<file path="src/rtl/dcache_pkg.sv">
// Shared types and default widths for the dcache write-through buffer.
package dcache_pkg;

  localparam int unsigned ADDR_W_DEF     = 32;
  localparam int unsigned DATA_W_DEF     = 64;
  localparam int unsigned LINE_BYTES_DEF = 64;

  typedef struct packed {
    logic [ADDR_W_DEF-1:0] addr;
    logic [DATA_W_DEF-1:0] data;
  } wbuf_entry_t;

  typedef enum logic [1:0] {
    StIdle,
    StWrBusy,
    StRdBusy
  } wbuf_state_t;

endpackage

</file>
<file path="src/rtl/wbuf_line_match.sv">
// Compares a read address against every valid buffered write at cache-line granularity.
module wbuf_line_match #(
  parameter int unsigned ADDR_W     = 32,
  parameter int unsigned LINE_BYTES = 64,
  parameter int unsigned DEPTH      = 8
) (
  input  logic [DEPTH-1:0]             i_valid,
  input  logic [DEPTH-1:0][ADDR_W-1:0] i_addr,
  input  logic [ADDR_W-1:0]            i_rd_addr,
  output logic                         o_conflict
);

  // Clears the byte-in-line offset bits so only the line address is compared.
  localparam logic [ADDR_W-1:0] LINE_MASK = ~ADDR_W'(LINE_BYTES - 1);

  logic [DEPTH-1:0] w_hit;

  always_comb begin
    w_hit = '0;
    for (int i = 0; i < DEPTH; i++) begin
      w_hit[i] = i_valid[i] && ((i_addr[i] & LINE_MASK) == (i_rd_addr & LINE_MASK));
    end
  end

  assign o_conflict = |w_hit;

endmodule

</file>
<file path="src/rtl/dcache_wbuf.sv">
// Write-through buffer between the dcache and memory: queues writes, serves one line-fill read,
// and keeps a read behind any buffered write to the same line.
module dcache_wbuf
  import dcache_pkg::*;
#(
  parameter int unsigned ADDR_W     = ADDR_W_DEF,
  parameter int unsigned DATA_W     = DATA_W_DEF,
  parameter int unsigned LINE_BYTES = LINE_BYTES_DEF,
  parameter int unsigned DEPTH      = 8
) (
  input  logic                     clk,
  input  logic                     rst_n,
  input  logic                     up_req,
  input  logic [ADDR_W-1:0]        up_addr,
  input  logic                     up_write,
  input  logic [DATA_W-1:0]        up_wdata,
  output logic                     up_ack,
  output logic [DATA_W-1:0]        up_rdata,
  output logic                     mem_req,
  output logic [ADDR_W-1:0]        mem_addr,
  output logic                     mem_write,
  output logic [DATA_W-1:0]        mem_wdata,
  input  logic                     mem_ack,
  input  logic [DATA_W-1:0]        mem_rdata,
  output logic [$clog2(DEPTH):0]   wb_count,
  output logic                     wb_full,
  output logic                     wb_empty
);

  localparam int unsigned PTR_W = $clog2(DEPTH);
  localparam logic [PTR_W:0] FULL_CNT = (PTR_W + 1)'(DEPTH);

  logic [DEPTH-1:0][ADDR_W-1:0] r_addr;
  logic [DEPTH-1:0][DATA_W-1:0] r_data;
  logic [PTR_W-1:0]             r_wr_ptr;
  logic [PTR_W-1:0]             r_rd_ptr;
  logic [PTR_W:0]               r_count;
  wbuf_state_t                  r_state;
  wbuf_state_t                  w_state_d;
  logic                         r_rd_valid;
  logic                         r_rd_hazard;
  logic [ADDR_W-1:0]            r_rd_addr;
  logic                         r_up_ack;
  logic [DATA_W-1:0]            r_up_rdata;
  logic                         r_mem_req;
  logic [ADDR_W-1:0]            r_mem_addr;
  logic                         r_mem_write;
  logic [DATA_W-1:0]            r_mem_wdata;

  logic             w_full;
  logic             w_empty;
  logic             w_mem_ack;
  logic             w_accept;
  logic             w_push;
  logic             w_rd_latch;
  logic             w_pop;
  logic             w_rd_done;
  logic             w_issue_wr;
  logic             w_issue_rd;
  logic             w_conflict;
  logic             w_hazard;
  logic [DEPTH-1:0] w_valid;

  assign w_full     = (r_count == FULL_CNT);
  assign w_empty    = (r_count == '0);
  assign w_mem_ack  = mem_ack & r_mem_req;
  assign w_accept   = up_req & ~r_up_ack & ~r_rd_valid;
  assign w_push     = w_accept & up_write & (~w_full | w_pop);
  assign w_rd_latch = w_accept & ~up_write;
  // Once a read has seen a hazard it waits for the whole buffer to drain, keeping older
  // writes ordered ahead of it.
  assign w_hazard   = (w_conflict | r_rd_hazard) & ~w_empty;

  always_comb begin
    w_valid = '0;
    for (int i = 0; i < DEPTH; i++) begin
      w_valid[i] = ({1'b0, PTR_W'(i) - r_rd_ptr} < r_count);
    end
  end

  wbuf_line_match #(
    .ADDR_W     (ADDR_W),
    .LINE_BYTES (LINE_BYTES),
    .DEPTH      (DEPTH)
  ) u_line_match (
    .i_valid    (w_valid),
    .i_addr     (r_addr),
    .i_rd_addr  (r_rd_addr),
    .o_conflict (w_conflict)
  );

  always_comb begin
    w_state_d  = r_state;
    w_issue_wr = 1'b0;
    w_issue_rd = 1'b0;
    w_pop      = 1'b0;
    w_rd_done  = 1'b0;
    unique case (r_state)
      StIdle: begin
        if (r_rd_valid && !w_hazard) begin
          w_issue_rd = 1'b1;
          w_state_d  = StRdBusy;
        end else if (!w_empty) begin
          w_issue_wr = 1'b1;
          w_state_d  = StWrBusy;
        end
      end
      StWrBusy: begin
        if (w_mem_ack) begin
          w_pop     = 1'b1;
          w_state_d = StIdle;
        end
      end
      StRdBusy: begin
        if (w_mem_ack) begin
          w_rd_done = 1'b1;
          w_state_d = StIdle;
        end
      end
      default: w_state_d = StIdle;
    endcase
  end

  always_ff @(posedge clk or negedge rst_n) begin
    if (!rst_n) begin
      r_state <= StIdle;
    end else begin
      r_state <= w_state_d;
    end
  end

  always_ff @(posedge clk) begin
    if (w_push) begin
      r_addr[r_wr_ptr] <= up_addr;
      r_data[r_wr_ptr] <= up_wdata;
    end
  end

  always_ff @(posedge clk or negedge rst_n) begin
    if (!rst_n) begin
      r_wr_ptr    <= '0;
      r_rd_ptr    <= '0;
      r_count     <= '0;
      r_rd_valid  <= 1'b0;
      r_rd_hazard <= 1'b0;
      r_rd_addr   <= '0;
      r_up_ack    <= 1'b0;
      r_up_rdata  <= '0;
      r_mem_req   <= 1'b0;
      r_mem_addr  <= '0;
      r_mem_write <= 1'b0;
      r_mem_wdata <= '0;
    end else begin
      r_up_ack <= w_push | w_rd_done;
      if (w_push) r_wr_ptr <= r_wr_ptr + 1'b1;
      if (w_pop) r_rd_ptr <= r_rd_ptr + 1'b1;
      r_count <= r_count + (PTR_W + 1)'(w_push) - (PTR_W + 1)'(w_pop);

      if (w_rd_latch) begin
        r_rd_valid <= 1'b1;
        r_rd_addr  <= up_addr;
      end else if (w_rd_done) begin
        r_rd_valid <= 1'b0;
      end

      if (w_issue_rd) begin
        r_rd_hazard <= 1'b0;
      end else if (r_rd_valid && w_conflict) begin
        r_rd_hazard <= 1'b1;
      end

      if (w_rd_done) r_up_rdata <= mem_rdata;

      if (w_issue_wr) begin
        r_mem_req   <= 1'b1;
        r_mem_addr  <= r_addr[r_rd_ptr];
        r_mem_write <= 1'b1;
        r_mem_wdata <= r_data[r_rd_ptr];
      end else if (w_issue_rd) begin
        r_mem_req   <= 1'b1;
        r_mem_addr  <= r_rd_addr;
        r_mem_write <= 1'b0;
        r_mem_wdata <= '0;
      end else if (w_pop || w_rd_done) begin
        r_mem_req <= 1'b0;
      end
    end
  end

  assign up_ack    = r_up_ack;
  assign up_rdata  = r_up_rdata;
  assign mem_req   = r_mem_req;
  assign mem_addr  = r_mem_addr;
  assign mem_write = r_mem_write;
  assign mem_wdata = r_mem_wdata;
  assign wb_count  = r_count;
  assign wb_full   = w_full;
  assign wb_empty  = w_empty;

endmodule

</file>
<file path="config.mk">
export PLATFORM = sky130hd
export DESIGN_NAME = dcache_wbuf
export DESIGN_NICKNAME = d
export VERILOG_FILES = /design/src/rtl/dcache_pkg.sv /design/src/rtl/wbuf_line_match.sv /design/src/rtl/dcache_wbuf.sv
export SDC_FILE = /design/constraint.sdc
export NUM_CORES = 1
export LEC_CHECK = 0
export ABC_AREA = 1
export BUFFER_PORTS_ARGS = -buffer_cell sky130_fd_sc_hd__buf_2
export CORE_MARGIN = 8
export CORE_UTILIZATION = 45
export DETAILED_ROUTE_END_ITERATION = 6
export PLACE_DENSITY_LB_ADDON = 0.15
export SKIP_CTS_REPAIR_TIMING = 1
export SLEW_MARGIN = 15
export SYNTH_ARGS = -nofsm -noshare
export SYNTH_HDL_FRONTEND = slang
export SYNTH_SLANG_ARGS = --single-unit
</file>
<file path="constraint.sdc">
create_clock -name clk -period 10.9 [get_ports clk]
set_input_delay 0.545 -clock clk [delete_from_list [all_inputs] [get_ports clk]]
set_output_delay 0.545 -clock clk [all_outputs]
set_load 0.02 [all_outputs]
</file>
---- After elaboration in Yosys (flattened, before gate mapping) ----
Cells that the tools add are included.
operators by class
  equality and inequality tests ........... 13
  bitwise gates (word level) .............. 15
  reduce and logical (&&, ||, !) cells .... 22
  mux-type cells .......................... 35
  $lt $le $gt $ge ......................... 11
  $add $sub $neg .......................... 12
operators by type and width
  kind                                                                   count
  512-bit bitwise mux                                                    1
  256-bit bitwise mux                                                    1
  64-bit 2-to-1 mux                                                      4
  26-bit == test                                                         8
  64-bit binary-select mux with 3-bit select                             1
  64-bit demux with 3-bit select                                         1
  32-bit 2-to-1 mux                                                      4
  32-bit binary-select mux with 3-bit select                             1
  32-bit demux with 3-bit select                                         1
  3-bit by 4-bit < comparator with 1-bit output                          8
  1-bit 2-to-1 mux                                                       17
  3-bit subtractor (first input constant)                                4
  1-bit logical AND                                                      11
  3-bit by 4-bit < comparator with 1-bit output (second input constant)  2
  8-bit OR reduction                                                     1
  1-bit bitwise AND                                                      7
  3-bit by 1-bit adder with 3-bit output (second input constant)         2
  2-bit 2-to-1 mux                                                       3
  2-bit nonzero test                                                     3
  1-bit by 3-bit subtractor with 3-bit output (first input constant)     2
  2-bit by 3-bit subtractor with 3-bit output (first input constant)     2
  1-bit inverter                                                         5
  4-bit by 1-bit adder with 4-bit output                                 1
  4-bit == test (second input constant)                                  1
  15 further kinds                                                       17
storage, ports and cells
  flip-flop bits (word level) ............. 977
  word-level logic and storage cells ...... 137
  output and inout bits ................... 169
  input port bits ......................... 165

---- Logic depth before layout (Yosys ltp) ----
Gate-level depths: netlist (run 1).
  depth in word-level cells ............... 12
  gate-level depth with buffers ........... 21
  mapped depth without buffers ............ 16

---- By module ----
From an unflattened synthesis (run 1), not the netlist that was laid out.
second synthesis, totals
  cells, all modules ...................... 4086
  area total of the unflattened synthesis .. 42300.6 um^2
modules (own cells, without submodules)
  module           cells each  sequential area each (um^2)  area an instance (um^2)  times used
  dcache_wbuf      3316        28292.1                      38804.7                  1
  wbuf_line_match  770         0.0                          3495.9                   1

---- Worst setup path before layout (run 1) ----
No wires, ideal clock.
  path type ............................... reg-to-reg
  start ................................... reg r_count[2], in the netlist wb_count[2]
  end ..................................... reg r_addr[0] (netlist name), enable pin
  buffers on the path ..................... 0
  arrival ................................. 5.661 ns
  required time ........................... 10.349 ns
  clock period less this slack ............ 6.212 ns
  setup time .............................. 0.551 ns
  setup slack ............................. 4.688 ns
  cell stages (with the launch flop) ...... 8
  cell sequence ........................... dfrtp_1 inv_1 ha_1 nor3b_1 nand2_1 nand4_1 or2_2 nor2_1
between the ends
  word-level cells in the longest chain between the ends .. 4
RTL lines
  item                           RTL line            text
  start, declared                dcache_wbuf.sv:37   logic [PTR_W:0] r_count;
  start signal, assigned         dcache_wbuf.sv:157  r_count <= r_count + (PTR_W + 1)'(w_push) - (PTR_W + 1)'(w_pop);
  4-bit == test                  dcache_wbuf.sv:64   assign w_full = (r_count == FULL_CNT);
  named net wb_full              dcache_wbuf.sv:26   output logic wb_full,
  1-bit inverter                 dcache_wbuf.sv:68   assign w_push = w_accept & up_write & (~w_full | w_pop);
  1-bit bitwise OR               dcache_wbuf.sv:68
  1-bit bitwise AND              dcache_wbuf.sv:68
  end signal, assigned by index  dcache_wbuf.sv:134  r_addr[r_wr_ptr] <= up_addr;
  end, declared                  dcache_wbuf.sv:33   logic [DEPTH-1:0][ADDR_W-1:0] r_addr;
The timed path passes the listed nets, and every way through them passes these cells.
A chain may end at the register's enable or synchronous reset.

---- Worst setup path in the final report (run 1) ----
  start ................................... reg r_rd_ptr[2]
  end ..................................... reg r_mem_wdata[1], in the netlist mem_wdata[1]
between the ends
  word-level cells in the longest chain between the ends .. 11
  elaborated cells between the ends (all ways) .. 37
  classes of those cells .................. add/sub (8); order compare (8); mux (7); bitwise (2); reduce/logical (12)
RTL lines
  item                                                                       RTL line               text
  start, declared                                                            dcache_wbuf.sv:36      logic [PTR_W-1:0] r_rd_ptr;
  start signal, assigned                                                     dcache_wbuf.sv:156     if (w_pop) r_rd_ptr <= r_rd_ptr + 1'b1;
  1-bit by 3-bit subtractor with 3-bit output, or another cell as far along  dcache_wbuf.sv:77      w_valid[i] = ({1'b0, PTR_W'(i) - r_rd_ptr} < r_count);
  3-bit by 4-bit < comparator with 1-bit output                              dcache_wbuf.sv:77
  1-bit logical AND                                                          wbuf_line_match.sv:21  w_hit[i] = i_valid[i] && ((i_addr[i] & LINE_MASK) == (i_rd_addr & LINE_MASK));
  8-bit OR reduction                                                         wbuf_line_match.sv:25  assign o_conflict = |w_hit;
  1-bit bitwise OR                                                           dcache_wbuf.sv:72      assign w_hazard = (w_conflict | r_rd_hazard) & ~w_empty;
  1-bit bitwise AND                                                          dcache_wbuf.sv:72
  1-bit zero test                                                            dcache_wbuf.sv:100     if (r_rd_valid && !w_hazard) begin
  1-bit logical AND                                                          dcache_wbuf.sv:100
  1-bit 2-to-1 mux                                                           dcache_wbuf.sv:100
  1-bit 2-to-1 mux                                                           dcache_wbuf.sv:98      unique case (r_state)
  64-bit 2-to-1 mux or 2-bit nonzero test (tied branches)                    -
  end signal, assigned                                                       dcache_wbuf.sv:178     r_mem_wdata <= r_data[r_rd_ptr];
  end, declared                                                              dcache_wbuf.sv:48      logic [DATA_W-1:0] r_mem_wdata;
Parallel ways exist; a longest one is shown, timed or not. The select of a mux whose other input is x is not followed.

==> impl_metrics.tcl, run 1 <==
set metrics [dict create \
    run_status "completed" \
    reg2regPathDepth 16 \
    worstPathArrival_ps 6070 \
    die-area_mm2 0.101 \
    min_period_ps 5570 \
    initial_core_util_pct 45.2 \
    place_congestion 0.843 \
    first_global_vias 27100 \
    reg2reg_slack_ps 5330 \
    boundaryPins 334 \
    fp.dieW_um 319 \
    cts_sinks 977 \
    reg2reg_from "r_rd_ptr[2]" \
    multi_input_area_mm2 0.0115 \
    dr.pass1.iters 5 \
    worstHoldPathCells 3 \
    cap_violations 0 \
    place_hpwl_mm 66.2 \
    syn_inst 3685 \
    overflow 0 \
    hold_start "mem_rdata[54]" \
    fin_crit_sh_pct 51.1 \
    rows 111 \
    routed_wl_mm 115 \
    setup.worst_path.start_class "flip-flop" \
    numPortBuffers 333 \
    hold_slack_ps 75.5 \
    fillers 8072 \
    synth-seq-cells 977 \
    setup_violations 0 \
    clock_latency_ps 680 \
    core_mm2 0.0912 \
    drtAntennaViolNets 0 \
    grt_pass1_wl_mm 172 \
    syn_area_per_cell_um2 11.2 \
    regArea_mm2 0.0283 \
    final-hold-violation-count 0 \
    drc_errors 0 \
    synth_seq_area_share_pct 68.7 \
    cts_buffer_depth 3 \
    synth.distinct_cells 39 \
    max_slew_margin_pct 24.2 \
    avgRoutedWirePerCell_um 21.8 \
    fmax_mhz 180 \
    worstSetupPathType "reg -> reg" \
    finalSetupTns_ps 0 \
    clk_pin_slew_ps 60 \
    cts_made_buffers 105 \
    ir_worst_vdd_v 0.000225 \
    powerDensity_mw_per_mm2 268 \
    place_ws_ps 5360 \
    drive_gt1_share_pct 15.8 \
    hold_end "up_rdata[54]" \
    worstMarginPinSlew_ps 1140 \
    finalPower_w 0.0127 \
    synth_area_mm2 0.0412 \
    tritoncts "built" \
    antenna_found_initial 24 \
    area_growth_pct 14.7 \
    drtIter0Drc 2377 \
    worstPathRequired_ps 11400 \
    h-tree-depth 3 \
    cp-end-kind "flip-flop" \
    p_leak_nw 18.8 \
    hold_class "in -> reg" \
    via_per_inst 5.33 \
    grt_usage_pct 21.9 \
    clock_skew_ps 23.5 \
    ys_warn_count 0 \
    dr_total_vias 28000 \
    rsz0062_at_grt "no" \
    die_h_um 319 \
    fin_nets 4149 \
    post-route-util_pct 51.8 \
    crit_fanout 49 \
    syn-num-nets 3875 \
    fin_ws_ps 5330 \
    drv_slew 0 \
    root_buffer "clkbuf_16" \
    grt_max_degree 184 \
    r2r-end "mem_wdata[1]" \
]
[sequential cells by signal, indices dropped and copies added, names as in the netlist, 4 cells and up]
signal,flops
r_data,512
r_addr,256
mem_wdata,64
up_rdata,64
mem_addr,32
r_rd_addr,32
wb_count,4
[stage by stage]
step | std cells | area (um2)
global route | 5243 | 47200
detailed placement | 5037 | 43900
CTS | 5235 | 47200
floorplan | 3685 | 41200
global placement | 5037 | 43900
finish | 5252 | 47200
[synthesized netlist by cell type, drive strengths merged]
cell	n	area, um2
a22oi	1	7.51
a21boi	4	30.0
nand2	1218	4590
o21a	34	255
xnor2	32	280
o21ai	161	993
a31oi	1	6.26
nor2	210	791
buf	52	370
nand3b	1	7.51
o21bai	3	22.5
edfxtp	768	23100
mux2	10	113
nand3	243	1230
fa	1	20.0
a21o	1	7.51
or2	1	6.26
ha	24	300
a21oi	101	505
xor2	84	736
dfrtp	209	5230
o211ai	39	293
nand4	139	870
inv	157	594
clkbuf	158	594
o2111ai	32	280
nor3b	1	7.51
[power by group]
part           internal, W  switching, W
logic              0.00129       0.00297
clock network      0.00197       0.00146
registers          0.00450      0.000474
total              0.00776       0.00490
[worst max-delay path: stages (launching register included)]
cell and delay, ps:
dfrtp_1 600, nand2_4 590, inv_1 610, nor2_1 130, ha_1 310, inv_1 40
nor2_1 60, a21boi_0 90, nand4_1 120, nand2_1 70, nor2_1 160, nand3_2 120
nand2_4 440, nand2_4 480, nand3_4 520, buf_4 730, o21ai_0 180
[area by class of cell]
class                           instances  share of cell area (%)
Timing Repair Buffer                  377                    4.28
Tap cell                             1186                    3.14
Inverter                              157                    1.27
Antenna cell                           16                  0.0848
Multi-Input combinational cell       2341                    24.3
Clock inverter                         52                   0.930
Clock buffer                          146                    6.12
Sequential cell                       977                    59.9
[cells by family (layout without fill, tap and decap cells)]
group                    after synthesis  after routing  share of synthesized area, %
other                                  0             16                             0
adder cells (fa/ha/maj)               25             25                         0.777
buffers and inverters                367            732                          3.78
multiplexers                          10             10                         0.273
AO/OA/AOI/OAI                        377            377                          5.83
flip-flops                           977            977                          68.7
AND/OR/NAND/NOR                     1813           1813                          18.2
XOR/XNOR                             116            116                          2.47
[cells in the final DEF, fill, tap and decap left out, types with 16 or more instances in the layout]
master        n
nand2_1    1215
edfxtp_1    768
buf_2       332
nand3_1     239
dfrtp_1     207
nor2_1      198
nand4_1     139
inv_1       133
o21ai_0     110
clkbuf_16   106
a21oi_1     101
xor2_1       84
o21ai_2      50
buf_4        42
o211ai_1     39
o21a_1       34
xnor2_1      32
o2111ai_1    32
clkbuf_1     31
clkinv_2     24
ha_1         23
inv_2        21
diode_2      16
[worst max path at each step]
| stage | start | to | slack, ps | depth (start not counted) |
|---|---|---|---|---|
| after global placement | r_rd_ptr[2] | mem_wdata[1] | 5460 | 17 |
| after detailed placement | r_rd_ptr[2] | mem_wdata[63] | 5360 | 17 |
| final | r_rd_ptr[2] | mem_wdata[1] | 5330 | 16 |
| after floorplan | wb_count[2] | r_addr[0] | 4690 | 7 |
| after CTS | r_rd_ptr[2] | mem_wdata[1] | 5370 | 17 |
| after global routing | r_rd_ptr[2] | mem_wdata[1] | 4940 | 16 |
[layer usage]
metal  wire (um)  GRT usage, %  part of all wire (%)
met2       54500          35.8                    47
met5          65             0                 0.057
met3        6820          4.48                   5.9
met1       50600          29.8                    44
met4        2750          6.17                   2.4
Power figures use the tool's default switching activity.
==> inputs of run 2 (changes only) <==
--- a/config.mk
+++ b/config.mk
@@ -5,7 +5,7 @@
 export SDC_FILE = /design/constraint.sdc
 export NUM_CORES = 1
 export LEC_CHECK = 0
-export ABC_AREA = 1
+export ABC_AREA = 0
 export BUFFER_PORTS_ARGS = -buffer_cell sky130_fd_sc_hd__buf_2
 export CORE_MARGIN = 8
 export CORE_UTILIZATION = 45
==> constraint.sdc (replaced) <==
create_clock -name clk -period 5 [get_ports clk]
set_input_delay 0.25 -clock clk [delete_from_list [all_inputs] [get_ports clk]]
set_output_delay 0.25 -clock clk [all_outputs]
set_load 0.02 [all_outputs]
==> run 2 against run 1 <==
  * First-iteration DRC count fell by 26%
  * Total power rose by 120%
  * Global-route usage fell by 1.1 points
  * Fmax rose by 39%
  * Worst hold slack got worse by 22 ps
  * Synthesized cell count fell by 42%
  * Core utilization rose by 3.0 points
  * Die area fell by 4.1%
  * Critical endpoint is now mem_addr[18]
==> impl_metrics.tcl, run 2 <==
set metrics [dict create \
    run_status "completed" \
    synth_mux_area_share_pct 15.3 \
    final_cell_mix "edfxtp_1 (768), buf_2 (332), dfrtp_1 (206)" \
    die-area_mm2 0.0973 \
    worstPathRequired_ps 5530 \
    fillers 6886 \
    worstSetupPathType "reg -> reg" \
    p_leak_nw 17.1 \
    synth-seq-cells 977 \
    swShare_pct 34.0 \
    core_mm2 0.0868 \
    synth_compound_area_share_pct 2.67 \
    p_comb_share_pct 32.2 \
    cts_made_buffers 102 \
    drtAntennaViolNets 0 \
    rsz0062_at_grt "no" \
    min_period_ps 4010 \
    dr.pass1.iters 5 \
    synth.distinct_cells 43 \
    regArea_mm2 0.0283 \
    worstMarginPinSlew_ps 1160 \
    synth_top_cell_area_share_pct 58.5 \
    worstPathArrival_ps 4540 \
    p_seq_share_pct 40.0 \
    yosys.area_share.simple_pct 2.85 \
    grt_pass1_wl_mm 152 \
    critPathMaxStageDelay_ps 760 \
    die_h_um 312 \
    hold_class "in -> reg" \
    final-hold-violation-count 0 \
    fp.dieW_um 312 \
    grt_usage_pct 20.9 \
    syn_area_per_cell_um2 18.5 \
    first_global_vias 22000 \
    fin_crit_sh_pct 80.3 \
    syn-num-nets 2315 \
    h-tree-depth 3 \
    place_hpwl_mm 62.5 \
    boundaryPins 334 \
    routed_wl_mm 104 \
    initial_core_util_pct 45.4 \
    yosys.area_share.adder_pct 0.813 \
    area_growth_pct 20.6 \
    layout_commonest_cell "edfxtp_1" \
    max_slew_margin_pct 23.0 \
    largest_register_ffs 512 \
    rows 108 \
    fin_nets 2825 \
    cts_sinks 977 \
    multi_input_area_mm2 0.0106 \
    p_int_w 0.0180 \
    cp-end-kind "flip-flop" \
    yosys-top-cells-area "edfxtp_1 (59%), dfrtp_1 (13%), mux4_2 (11%)" \
    fmax_mhz 249 \
    dr_total_vias 21500 \
    powerDensity_mw_per_mm2 575 \
    syn_inst 2125 \
    clock_latency_ps 670 \
    place_inst 3524 \
    setup.worst_path.start_class "flip-flop" \
    async_reset_ff_share_pct 21.4 \
    cap_violations 0 \
    clk_pin_slew_ps 60 \
    drive_gt1_share_pct 30.5 \
    drv_slew 0 \
    root_buffer "clkbuf_16" \
    numPortBuffers 333 \
    setup_violations 0 \
    clkPwrFrac_pct 27.8 \
    drtIter0Drc 1759 \
    crit_fanout 43 \
    synth_area_mm2 0.0394 \
    finalSetupTns_ps 0 \
    top_register "r_data" \
    p_switching_w 0.00928 \
    synth_common_cells "edfxtp_1 (768), dfrtp_1 (209), mux4_2 (192), xnor2_1 (155), nand2_1 (150)" \
    overflow 0 \
    place_congestion 0.884 \
    path_cells "inv_6 > ha_1 > ha_1 > a21o_1 > a21oi_1 > o2111a_1 > or4_4 > o311ai_4 > buf_4 > a21oi_1 > a221o_1" \
    place_area_mm2 0.0424 \
    synth_edf_count 768 \
    hold_slack_ps 53.2 \
    avgRoutedWirePerCell_um 26.7 \
    cp_slowest_cell "dfrtp_2" \
    drc_errors 0 \
    finish.instance_area_mm2 0.0475 \
    tritoncts "built" \
    post-synth-top-count-cell "edfxtp_1" \
    cts_buffer_depth 3 \
    synth-xor-area-share_pct 4.82 \
    antenna_found_initial 17 \
    synth_seq_area_share_pct 71.8 \
    synth_top_family_by_area "multiplexers" \
    ys_warn_count 0 \
    instances_no_fill 3888 \
    clock_skew_ps 34.5 \
    via_per_inst 5.53 \
    top_regs "r_data (512), r_addr (256)" \
    yosysTopAreaCell "edfxtp_1" \
    ys.flop_type "edfxtp_1" \
    ir_worst_vdd_v 0.000460 \
    grt_max_degree 122 \
]
==> run 2: area by class of cell <==
class / count / share of cell area (%)
Clock inverter: 57 / 1.23
Sequential cell: 977 / 59.6
Antenna cell: 10 / 0.0527
Multi-Input combinational cell: 1002 / 22.2
Timing Repair Buffer: 528 / 7.74
Clock buffer: 135 / 5.95
Inverter: 24 / 0.200
Tap cell: 1155 / 3.04
==> run 2: per-layer routing <==
metal | vias up | GRT usage (%) | wire length (um) | share of wire [%]
met5 | - | 0 | 67 | 0.065
met4 | 10 | 6.40 | 3130 | 3.0
met3 | 186 | 4.43 | 6320 | 6.1
met2 | 729 | 35.2 | 51900 | 50
met1 | 11200 | 27.2 | 42500 | 41
li1 | 9344 | - | - | -
==> run 2: kinds of logic (layout without fill, tap and decap cells) <==
group | after synthesis | in the layout
AOI/OAI and AO/OA | 163 | 163
xor gates and xnor gates | 217 | 217
adders and majority gates | 25 | 25
buffers and inverters | 146 | 744
DFF | 977 | 977
muxes | 352 | 352
other | 0 | 10
and+or+nand+nor | 245 | 245
==> run 2: power groups by stage <==
| stage | Clock, W | Sequential, W | Combinational (W) |
|---|---|---|---|
| after floorplan | 0 | 0.0111 | 0.00573 |
| after global placement | 0 | 0.0110 | 0.00873 |
| after detailed placement | 0 | 0.0111 | 0.00880 |
| after CTS | 0.00777 | 0.0109 | 0.00883 |
| after global routing | 0.00808 | 0.0111 | 0.00945 |
| final | 0.00761 | 0.0109 | 0.00879 |
==> run 2: through the flow <==
stage	util (%)	worst slack, ps	total power, W
floorplan	-	-874	0.0169
global placement	48.9	1030	0.0198
detailed placement	48.9	970	0.0199
CTS	52.8	962	0.0275
global route	54.8	744	0.0286
finish	54.8	987	0.0273
==> run 2: path summary, 6_finish.rpt <==
path                               start  slack (ps)       endpoint  depth (start not counted)
max                          r_rd_ptr[1]         990   mem_addr[18]                         11
min                              mem_ack          50     r_state[0]                          3
max reg2reg                  r_rd_ptr[1]         990   mem_addr[18]                         11
min reg2reg                mem_wdata[60]         470  mem_wdata[60]                          2
max in group asynchronous          rst_n        3540   up_rdata[50]                          3
min in group asynchronous          rst_n         180  r_rd_addr[20]                          2
==> run 2: worst max-delay path: cells and delay by family (launching register included) <==
family	cells	cell delay [ps]
buffers and inverters	2	750
DFF	1	760
AOI/OAI and AO/OA	6	1150
and+or+nand+nor	1	580
adders and majority gates	2	650
